`src/rtl/pulse_sched_pkg.sv`:
```
// pulse_sched_pkg
//   Shared types and constants for the multi-channel fractional pulse
//   scheduler. Struct fields are sized for the largest legal configuration
//   (ACC_W up to 32, NCH up to 16). Narrower instances keep the unused upper
//   bits at zero, so carries and compares stay correct.
//
//   ch_state_t : per-channel accumulator (with carry bit), increment, enable
//   cfg_req_t  : one configuration request (channel, increment, enable)
//   CNT_W      : width of each optional per-channel pulse counter
package pulse_sched_pkg;

    localparam int ACC_W_MAX = 32;
    localparam int CH_W_MAX  = 4;
    localparam int CNT_W     = 8;

    typedef struct packed {
        logic [ACC_W_MAX:0]   acc;   // bit ACC_W of the active width is the carry
        logic [ACC_W_MAX-1:0] incr;
        logic                 en;
    } ch_state_t;

    typedef struct packed {
        logic [CH_W_MAX-1:0]  ch;
        logic [ACC_W_MAX-1:0] incr;
        logic                 en;
    } cfg_req_t;

endpackage

```
`src/rtl/pulse_sched_acc.sv`:
```
// pulse_sched_acc
//   Combinational shared accumulator adder. It is used once and is fed with
//   the state of whichever channel owns the current slot.
//
//   Ports:
//     cur     in  ch_state_t   state of the serviced channel
//     acc_nxt out ACC_W_MAX+1  next accumulator value (carry at bit ACC_W)
//     carry   out 1            carry out of the fraction; this is the tick
//
//   A disabled channel holds its accumulator and produces no carry.
module pulse_sched_acc
    import pulse_sched_pkg::*;
#(
    parameter int ACC_W = 16
) (
    input  ch_state_t            cur,
    output logic [ACC_W_MAX:0]   acc_nxt,
    output logic                 carry
);

    // Keeps only the fraction bits; the previous carry is dropped before adding.
    localparam logic [ACC_W_MAX:0] FRAC_MASK =
        (ACC_W_MAX+1)'((64'd1 << ACC_W) - 64'd1);

    logic [ACC_W_MAX:0] sum;

    always_comb begin
        sum = (cur.acc & FRAC_MASK) + {1'b0, cur.incr};
        if (cur.en) begin
            acc_nxt = sum;
            // Both operands are below 2^ACC_W, so only bit ACC_W can be set
            // above the fraction. OR-reducing the shifted sum yields that bit.
            carry   = |(sum >> ACC_W);
        end else begin
            acc_nxt = cur.acc;
            carry   = 1'b0;
        end
    end

endmodule

```
`src/rtl/pulse_sched.sv`:
```
// pulse_sched
//   Multi-channel fractional pulse scheduler. A slot counter (phase) services
//   one channel per cycle through a single shared adder. Channel c ticks at
//   f_clk / NCH * incr[c] / 2^ACC_W, and each tick is a registered 1-cycle
//   pulse.
//
//   Ports:
//     clk        in   1        system clock, rising edge
//     rst_n      in   1        synchronous active-low reset
//     cfg_valid  in   1        config request valid
//     cfg_ready  out  1        config request accepted when high with cfg_valid
//     cfg_ch     in   CH_W     target channel
//     cfg_incr   in   ACC_W    accumulator increment
//     cfg_en     in   1        channel enable
//     pulse      out  NCH      per-channel tick, at most one bit high per cycle
//     pulse_cnt  out  8*NCH    per-channel wrapping pulse counters
//                              (present only with PULSE_SCHED_CNT_EN)
//
//   Optional feature macro: PULSE_SCHED_CNT_EN (adds pulse_cnt).
//
//   Config handshake: a transfer happens on a rising edge where
//   cfg_valid && cfg_ready. cfg_ready is a register that equals !pend_v, and
//   the requester holds cfg_* stable while cfg_valid && !cfg_ready. An
//   accepted request waits in the single pending slot. It commits in the slot
//   of its channel, and that slot does no accumulate and emits no pulse.
//   A request to a channel >= NCH is dropped one cycle after acceptance.
module pulse_sched
    import pulse_sched_pkg::*;
#(
    parameter int NCH   = 4,
    parameter int ACC_W = 16,
    parameter int CH_W  = $clog2(NCH)
) (
    input  logic               clk,
    input  logic               rst_n,
    input  logic               cfg_valid,
    output logic               cfg_ready,
    input  logic [CH_W-1:0]    cfg_ch,
    input  logic [ACC_W-1:0]   cfg_incr,
    input  logic               cfg_en,
    output logic [NCH-1:0]     pulse
`ifdef PULSE_SCHED_CNT_EN
    ,
    output logic [8*NCH-1:0]   pulse_cnt
`endif
);

    logic [CH_W-1:0]    phase;
    ch_state_t          st [NCH];
    cfg_req_t           pend;
    logic               pend_v;

    ch_state_t          cur;
    logic [ACC_W_MAX:0] acc_nxt;
    logic               carry;
    logic               commit;
    logic               drop;

    assign cur    = st[phase];
    assign commit = pend_v && (pend.ch == CH_W_MAX'(phase));
    // The compare is done at 32 bits so that NCH=16 does not wrap to zero.
    assign drop   = pend_v && (32'(pend.ch) >= 32'(NCH));

    pulse_sched_acc #(
        .ACC_W   (ACC_W)
    ) u_acc (
        .cur     (cur),
        .acc_nxt (acc_nxt),
        .carry   (carry)
    );

    always_ff @(posedge clk) begin
        if (!rst_n) begin
            phase     <= '0;
            pulse     <= '0;
            pend_v    <= 1'b0;
            cfg_ready <= 1'b1;
            pend      <= '0;
            for (int c = 0; c < NCH; c++) begin
                st[c] <= '0;
            end
        end else begin
            phase <= (phase == CH_W'(NCH - 1)) ? '0 : phase + CH_W'(1);
            pulse <= '0;

            if (commit) begin
                st[phase].acc  <= '0;
                st[phase].incr <= pend.incr;
                st[phase].en   <= pend.en;
            end else begin
                st[phase].acc  <= acc_nxt;
                pulse[phase]   <= carry;
            end

            // cfg_ready always mirrors !pend_v, one register each.
            if (pend_v) begin
                if (commit || drop) begin
                    pend_v    <= 1'b0;
                    cfg_ready <= 1'b1;
                end
            end else if (cfg_valid && cfg_ready) begin
                pend_v    <= 1'b1;
                cfg_ready <= 1'b0;
                pend.ch   <= CH_W_MAX'(cfg_ch);
                pend.incr <= ACC_W_MAX'(cfg_incr);
                pend.en   <= cfg_en;
            end
        end
    end

`ifdef PULSE_SCHED_CNT_EN
    logic [CNT_W-1:0] cnt [NCH];

    // A counter and its pulse cannot collide with that channel's commit.
    // A pulse for c is high one cycle after c's slot, and by then phase has
    // moved on. Clear still takes priority.
    always_ff @(posedge clk) begin
        if (!rst_n) begin
            for (int c = 0; c < NCH; c++) begin
                cnt[c] <= '0;
            end
        end else begin
            for (int c = 0; c < NCH; c++) begin
                if (commit && (phase == CH_W'(c))) begin
                    cnt[c] <= '0;
                end else if (pulse[c]) begin
                    cnt[c] <= cnt[c] + CNT_W'(1);
                end
            end
        end
    end

    for (genvar gi = 0; gi < NCH; gi++) begin : g_cnt
        assign pulse_cnt[CNT_W*gi +: CNT_W] = cnt[gi];
    end
`endif

endmodule

```
`config.mk`:
```
export PLATFORM = sky130hd
export DESIGN_NAME = pulse_sched
export DESIGN_NICKNAME = d
export VERILOG_FILES = /design/src/rtl/pulse_sched_pkg.sv /design/src/rtl/pulse_sched_acc.sv /design/src/rtl/pulse_sched.sv
export SDC_FILE = /design/constraint.sdc
export NUM_CORES = 1
export LEC_CHECK = 0
export CAP_MARGIN = 5
export CORE_AREA = 2 2 115 117
export DETAILED_ROUTE_END_ITERATION = 8
export DIE_AREA = 0 0 117 119
export PLACE_DENSITY = 0.78
export REMOVE_ABC_BUFFERS = 1
export SYNTH_ARGS = -nofsm -noshare
export SYNTH_HDL_FRONTEND = slang
export SYNTH_SLANG_ARGS = --single-unit
```
`constraint.sdc`:
```
create_clock -name clk -period 4.12 [get_ports clk]
set_input_delay 0.824 -clock clk [delete_from_list [all_inputs] [get_ports clk]]
set_output_delay 0.824 -clock clk [all_outputs]
set_load 0.03 [all_outputs]
```
[Word level (Yosys, flattened, before mapping)]
Memory sizes are Yosys's and may differ from the RTL's. A register that Yosys moved wholly into a read port is not among the register bits.
Cells that the tools add are included.
Word-level totals
  memory bits (writable): 200
  bits of input ports: 22
  flip-flop bits (word level): 27
  memories kept: 1
Operators by class
  $lt $le $gt $ge: 3
  bitwise logic cells: 4
  reduce and logical (&&, ||, !) cells: 12
  $add $sub $neg: 2
  muxes and demuxes: 22
  equal/unequal tests: 3
Memories
  st: words 4, width 50, read ports 1, clocked after memory_dff 1, wr ports 4, line pulse_sched.sv:49  | ch_state_t st [NCH];
Operators with widths (number)
  $mux 33: 2
  $mux 50: 1
  $reduce_or 50->1: 1
  $add 16x32->33: 1
  $reduce_or 17->1: 1
  $mux 1: 15
  $mux 2: 3
  $and 4x4->4: 1
  $logic_and 1x1->1: 4
  $reduce_and 2->1: 2
  $reduce_or 2->1: 2
  $ge 2x3->1 const B: 1
  $lt 2x3->1 const B: 1
  $add 2x1->2 const B: 1
  $demux 1 s2: 1
  $eq 2x2->1: 1
  $eq 2x2->1 const B: 1
  $ge 2x1->1 const B: 1
  $ne 2x1->1 const B: 1
  $not 1->1: 2
  $reduce_bool 2->1: 1
  $logic_or 1x1->1: 1
  $or 1x1->1: 1

[Longest topological paths before layout]
Gate-level depths: netlist of the first run.
  depth after elaboration: 8
  gate-level depth with buffers: 14
  mapped depth without buffers: 11

[Modules after synthesis]
From an unflattened synthesis of the first run, not the netlist that was laid out.
Second synthesis, totals
  cell total of the unflattened synthesis: 875
  area total of the unflattened synthesis: 11268.3 um^2
By module, submodules not included
  pulse_sched: times used 1, area an instance 9669.3 um^2, cells each 642
  pulse_sched_acc: times used 1, area an instance 1599.0 um^2, cells each 233

[Worst setup path before layout of the first run]
OpenSTA, ideal clock, no wires.
  path kind: reg-to-reg
  start point: register phase[0]
  end point: memory st[1][32] (netlist name) (data pin)
  data required time: 3.864 ns
  data arrival time: 3.148 ns
  library setup time: 0.256 ns
  cell stages (with the launch flop): 12
  buffers on the path: 3
  slack: 0.717 ns
  clock period less this slack: 3.403 ns
  cells stage by stage: dfxtp_1 > buf_4 > buf_6 > buf_4 > mux4_2 > ha_1 > a21o_1 > a311oi_4 > o31ai_2 > a2111oi_2 > nand3b_2 > nor2_1
RTL lines
  start, declared: line pulse_sched.sv:48  | logic [CH_W-1:0] phase;
  start signal, assigned: line pulse_sched.sv:83  | phase <= (phase == CH_W'(NCH - 1)) ? '0 : phase + CH_W'(1);
  end, declared: line pulse_sched.sv:49

==> impl_metrics.py, run 1 <==
metrics = {
    "sta": {
        "final-max-slew-violation-count": 0,
        "setup_repair_after_global_routing_missed_its_margin": "false",
        "finClkSkew_ns": 0.007693,
        "setup_viol": 0,
        "min_period_over_period_pct": 85.50,
        "period_minus_slack_ns": 3.523,
        "finalHoldWorstSlack_ns": 0.4589,
        "worst_slew_pin_slew_ns": 0.9327,
        "hold_viol_final": 0,
        "slew-limit-headroom_pct": 37.67,
        "fmaxAchievable_ghz": 0.2839,
    },
    "synth": {
        "synth.area.top_cells": "edfxtp_1, mux4_2, dfxtp_1",
        "synth_largest_area_cell": "edfxtp_1",
        "ys_seq_area_share_pct": 59.96,
        "most_instantiated_cells_after_synthesis": "edfxtp_1, nor2_1, nand2_1",
        "synth.most_common_cell": "edfxtp_1",
        "synth_ff_type": "edfxtp_1",
        "synthDominantCellAreaShare_pct": 52.76,
        "synth_enable_flop_cells": 132,
        "yosys_warnings": 0,
        "syn-mean-instance-area_um2": 12.40,
        "synth_cell_type_count": 53,
        "synthesis.instances": 606,
        "async_reset_ff_share_pct": 0,
        "total_of_flip_flops_plus_latches_after_synthesis": 159,
        "netlist_area_before_placement_um2": 7512,
    },
    "floorplanning": {
        "num_rows": 42,
        "floorplan.initialDensity_pct": 58.35,
        "die_area_um2": 13920,
        "die_x_um": 117,
        "die_height_um": 119,
        "io-pin-count": 27,
        "core_area_um2": 12870,
    },
    "drt": {
        "dr.pass1.iters": 5,
        "drt-total-wl_um": 16120,
        "post_drt_via_cell_ratio": 5.833,
        "initialDrtViolationCount": 323,
        "num_vias": 4824,
        "drt.antenna.violating_nets": 0,
        "route.detailed.drc": 0,
        "post_drt_wl_per_cell_um": 19.50,
    },
    "layout": {
        "fin_nets": 681,
        "syn2layout_area_growth_pct": 13.37,
        "drive_above_1_share_pct": 15.82,
        "postLayoutCellArea_um2": 8517,
        "antennaDiodeCount": 0,
        "num-fill-cells": 933,
    },
    "global_routing": {
        "grt_pass1_vias": 5041,
        "grt_antenna_before_repair": 0,
        "grt_max_degree": 34,
        "global_route.overflow_total": 0,
        "grt_first_pass_wirelength_um": 26140,
        "globalRouteTotalUtil_pct": 25.61,
    },
    "cts": {
        "cts.htree.levels": 4,
        "numClockSinks": 159,
        "clock_latency_on_the_worst_skew_pair_ns": 0.43,
        "cts_resized": 0,
        "cts.repair_timing.setup_buffer_count": 0,
        "cts-root-buf": "clkbuf_16",
        "cts-hold-fix-buffers": 0,
        "cts.reportedPaths.clkPinSlew_ns": 0.06,
        "clock_path_buffers": 2,
        "tritoncts_clock_tree": "done",
        "numCtsBuffers": 17,
    },
    "placed_design": {
        "final_wtd_congestion": 0.8862,
        "port_buffers": 26,
        "placed_area_um2": 7964,
        "place.detailed.hpwl_um": 10620,
    },
    "setup_path": {
        "worst_setup_path_start_kind": "flip-flop",
        "worstPathRequired_ns": 4.28,
        "worst_r2r_path_depth": 10,
        "critical_path.reg2reg.endpoint": "st[0][31]",
        "cp_data_arrival_time_ns": 3.68,
        "ff2ff_setup_slack_ns": 0.60,
        "worst_r2r_start": "phase[1]",
        "critical_path_end_type": "flip-flop",
        "worst-path-max-fanout": 23,
        "critical_path_class": "reg -> reg",
    },
    "power": {
        "power-per-cell-area_nw_per_um2": 525.6,
        "leakage_dissipation_uw": 0.003232,
        "vdd.ir_drop.worst_mv": 0.2849,
    },
    "min_path": {
        "end_of_the_worst_hold_path": "pend[8]",
        "hold_depth": 2,
        "hold_path.startpoint": "pend[8]",
        "hold_path.class": "reg -> reg",
    },
    "run": {
        "cap_viol_max_count": 0,
    },
    "status": {
        "result_of_the_run": "completed",
    },
}
## worst max-delay path: stages (launching register included)
cell	delay [ns]
dfxtp_2	0.69
buf_4	0.42
mux4_2	0.39
ha_1	0.42
a21o_1	0.22
a211oi_2	0.23
nand3_1	0.18
a21oi_1	0.24
nor3_1	0.09
nor3_2	0.26
nor3_1	0.11
## cells in the final DEF, fill, tap and decap left out, types with 4 or more instances in the layout
cell / instances
a21o_1: 6
a21oi_1: 34
a31oi_1: 4
and2_1: 4
buf_4: 13
clkbuf_16: 17
clkdlybuf4s50_1: 26
dfxtp_1: 25
edfxtp_1: 132
ha_1: 20
inv_1: 32
mux2_2: 5
mux2i_1: 5
mux4_2: 32
nand2_1: 87
nand3_1: 6
nor2_1: 112
nor2b_1: 5
nor3_1: 7
o21a_1: 5
o21ai_1: 4
xnor2_1: 7
xor2_1: 6
## sequential cells by signal (all words and copies together), names as in the netlist
signal	flops
cfg_ready	1
pend_v	1
phase	2
st	132
pulse	4
pend	19
## where the power goes
part	internal, uW	switching (uW)	leakage [uW]
Clock	860	611	0.000266
Sequential	1910	61.4	0.00157
Combinational	406	624	0.00140
Total	3180	1300	0.00323
## worst max-delay path by stage
stage	from	cells past startpoint	end
after floorplan	phase[0]	8	st[1][32]
after global placement	phase[1]	10	st[3][29]
after detailed placement	phase[1]	10	st[0][31]
after CTS	phase[1]	10	st[0][31]
after global routing	phase[1]	10	st[0][31]
final	phase[1]	10	st[0][31]
## logic make-up (layout without fill, tap and decap cells)
family	after synthesis	count (layout)	share of synthesized area (%)
and+or+nand+nor	236	236	12.94
DFF	159	159	59.96
AOI/OAI and AO/OA	71	71	6.729
buffers and inverters	62	107	3.731
muxes	43	43	11.31
adders and majority gates	21	21	3.598
xor gates and xnor gates	14	14	1.732
## area by class of cell
cell class | instances | area [um^2] | area share (%)
Sequential cell | 159 | 4507 | 52.92
Clock inverter | 10 | 88.84 | 1.043
Clock buffer | 22 | 464.2 | 5.450
Inverter | 35 | 131.4 | 1.543
Tap cell | 176 | 220.2 | 2.586
Timing Repair Buffer | 40 | 377.9 | 4.437
Multi-Input combinational cell | 385 | 2728 | 32.03
## routing by layer
metal	up-vias	wire length, um	GRT usage, %
met3	32	1149	5.649
li1	2241	-	-
met5	-	0	0
met2	210	8116	41.33
met1	2341	6428	33.82
met4	0	430	10.22
## stage by stage
step	util, %	setup WS, ns	cells	TNS, ns	total power (uW)
6_report	66.15	0.5974	827	0	4477
5_1_grt	66.15	0.3811	827	0	4667
4_1_cts	66.15	0.5778	827	0	4483
3_5_place_dp	61.86	0.6251	795	0	3024
3_3_place_gp	61.86	0.6518	795	0	2992
2_1_floorplan	-	-0.1266	579	-1.052	2734
Power figures use the tool's default switching activity.
==> run 2: changes to the inputs <==
- CORE_AREA: 2 2 115 117 -> 2 2 141 143
- CTS_CLUSTER_SIZE: default -> 40
- DIE_AREA: 0 0 117 119 -> 0 0 143 145
- PLACE_DENSITY: 0.78 -> 0.76
- SYNTH_HIERARCHICAL: default -> 1
==> run 2 against run 1 <==
Die area increased by 49%. First-iteration DRC count rose by 43%. Register-to-register slack got worse by 0.33 ns. Non-clock buffer count is 6 higher. Combinational power hardly changed. Count of clock-buffer cells in the layout decreased by 1. Critical path depth is 2 higher. Sequential share of layout area decreased by 5.0 points. Total power grew 0.68%. Hold slack better by 0.0066 ns. Routed wire length increased by 4.2%.
==> impl_metrics.py, run 2 <==
metrics = {
    "placed_design": {
        "placed_area_um2": 8855,
        "place.detailed.hpwl_um": 11300,
        "final_wtd_congestion": 0.8649,
        "port_buffers": 26,
        "placement.setup.worst_slack_ns": 0.2471,
    },
    "cts": {
        "numClockSinks": 159,
        "clock_path_buffers": 2,
        "tritoncts_clock_tree": "done",
        "cts_resized": 0,
        "cts.htree.levels": 4,
        "cts.repair_timing.setup_buffer_count": 0,
        "numCtsBuffers": 17,
        "clock_latency_on_the_worst_skew_pair_ns": 0.42,
        "cts-hold-fix-buffers": 0,
        "cts-root-buf": "clkbuf_16",
        "cts.reportedPaths.clkPinSlew_ns": 0.06,
    },
    "sta": {
        "final-max-slew-violation-count": 0,
        "worst_slew_pin_slew_ns": 0.9738,
        "finalHoldWorstSlack_ns": 0.4655,
        "setup_repair_after_global_routing_missed_its_margin": "false",
        "slew-limit-headroom_pct": 34.90,
        "period_minus_slack_ns": 3.857,
        "fmaxAchievable_ghz": 0.2593,
        "finClkSkew_ns": 0.008992,
        "final.setup.worst_slack_ns": 0.2633,
        "setup_viol": 0,
        "min_period_over_period_pct": 93.61,
        "final.setup.tns_ns": 0,
        "hold_viol_final": 0,
    },
    "floorplanning": {
        "io-pin-count": 27,
        "die_x_um": 143,
        "die_height_um": 145,
        "floorplan.initialDensity_pct": 42.29,
        "num_rows": 51,
        "core_area_um2": 19210,
        "die_area_um2": 20740,
    },
    "synth": {
        "synthesis.instances": 670,
        "syn-mean-instance-area_um2": 12.12,
        "netlist_area_before_placement_um2": 8123,
        "yosys_warnings": 6,
    },
    "layout": {
        "layout_common_cells": "edfxtp_1, nand2_1, conb_1, and2_1, nor2_1",
        "fin_nets": 782,
        "seqCellArea_um2": 4507,
        "drive_above_1_share_pct": 15.69,
        "postLayoutCellArea_um2": 9412,
        "layout.cells.most_common": "edfxtp_1",
        "reg.largest.list": "st: 132 flops, pend: 19 flops, pulse: 4 flops",
        "largest_reg_flops": 132,
        "syn2layout_area_growth_pct": 15.87,
        "antennaDiodeCount": 0,
        "multiInputGateArea_um2": 3498,
        "num-fill-cells": 1649,
        "max_flop_register": "st",
    },
    "min_path": {
        "hold_path.startpoint": "pend[13]",
        "hold_depth": 2,
        "hold_path.class": "reg -> reg",
        "end_of_the_worst_hold_path": "pend[13]",
    },
    "setup_path": {
        "worst-path-max-fanout": 15,
        "worst_r2r_path_depth": 12,
        "slowest_stage": "dfxtp_2",
        "worst_r2r_start": "phase[1]",
        "worst_path_largest_cell_delay_ns": 0.59,
        "cp_data_arrival_time_ns": 4.17,
        "critical_path_end_type": "flip-flop",
        "path_cells": "buf_4 -> mux4_2 -> ha_1 -> and3_4 -> and3_4 -> a2111o_1 -> o31a_1 -> nor4_1 -> a41o_1 -> nand4_1 -> o41a_1 -> and4_1",
        "worst-path-buf-inv": 1,
        "worst_setup_path_start_kind": "flip-flop",
        "critical_path_class": "reg -> reg",
        "worstPathRequired_ns": 4.43,
        "critical_path.reg2reg.endpoint": "pulse[1]",
        "crit_path_start": "phase[1]",
        "crit_family": "compound AO/OA/AOI/OAI gates",
        "cp_common_cell": "and3_4",
        "ff2ff_setup_slack_ns": 0.26,
    },
    "power": {
        "report.power.total_uw": 4507,
        "netSwitchingFraction_pct": 28.65,
        "vdd.ir_drop.worst_mv": 0.3319,
        "sequentialPowerShare_pct": 44.2,
        "share_comb_of_total_power_pct": 23.5,
        "power.share.clock_pct": 32.3,
        "power-per-cell-area_nw_per_um2": 478.9,
        "net-switching-power_uw": 1291,
        "leakage_dissipation_uw": 0.003662,
        "internal_power_uw": 3216,
    },
    "drt": {
        "drt.antenna.violating_nets": 0,
        "num_vias": 5197,
        "initialDrtViolationCount": 462,
        "post_drt_via_cell_ratio": 5.110,
        "post_drt_wl_per_cell_um": 16.52,
        "drt-total-wl_um": 16800,
        "dr.pass1.iters": 5,
        "route.detailed.drc": 0,
    },
    "global_routing": {
        "grt_pass1_vias": 5312,
        "grt_max_degree": 50,
        "globalRouteTotalUtil_pct": 17.24,
        "grt_first_pass_wirelength_um": 27410,
        "grt_antenna_before_repair": 0,
        "global_route.overflow_total": 0,
    },
    "run": {
        "cap_viol_max_count": 0,
    },
    "status": {
        "result_of_the_run": "completed",
    },
}
[run 2: worst register-to-register path: stages, from the launching register on]
cell	delay [ns]
dfxtp_2	0.59
buf_4	0.27
mux4_2	0.35
ha_1	0.39
and3_4	0.23
and3_4	0.18
a2111o_1	0.37
o31a_1	0.38
nor4_1	0.23
a41o_1	0.12
nand4_1	0.09
o41a_1	0.36
and4_1	0.18
[run 2: layout make-up]
cell class,count,area share (%)
Clock inverter,11,0.8375
Sequential cell,159,47.89
Multi-Input combinational cell,490,37.17
Timing Repair Buffer,46,4.573
Inverter,25,0.9971
Clock buffer,21,5.012
Tap cell,265,3.523
[run 2: per-stage QoR]
stage                     cells  util (%)
after floorplan             674         -
after global placement      985     46.10
after detailed placement    985     46.10
after CTS                  1017     48.97
after global routing       1017     49.00
final                      1017     49.00
[run 2: how the worst max path moves through the flow]
stage               depth (start not counted)        to
floorplan                                  11  pulse[1]
global placement                           12  pulse[2]
detailed placement                         12  pulse[2]
CTS                                        12  pulse[2]
global route                               12  pulse[1]
finish                                     12  pulse[1]
[run 2: per-layer routing]
metal	part of all wire (%)	track usage [%]	wire length, um
met4	1.4	6.040	243
met1	42	21.86	7011
met3	4.3	3.333	721
met2	53	29.35	8822
met5	0	0	0
[run 2: power groups by stage]
| stage | Sequential [uW] | Clock [uW] | Combinational (uW) |
|---|---|---|---|
| after floorplan | 2030 | 0 | 723 |
| after global placement | 2020 | 0 | 1020 |
| after detailed placement | 2030 | 0 | 1030 |
| after CTS | 1990 | 1480 | 1050 |
| after global routing | 2010 | 1550 | 1160 |
| final | 1990 | 1460 | 1060 |
==> run 3: changes to the inputs <==
==> constraint.sdc (replaced) <==
create_clock -name clk -period 4.12 [get_ports clk]
set_input_delay 0.412 -clock clk [delete_from_list [all_inputs] [get_ports clk]]
set_output_delay 0.412 -clock clk [all_outputs]
set_load 0.03 [all_outputs]
==> results of run 3 <==
No change in the layout: final DEF, timing and power equal those of run 2.
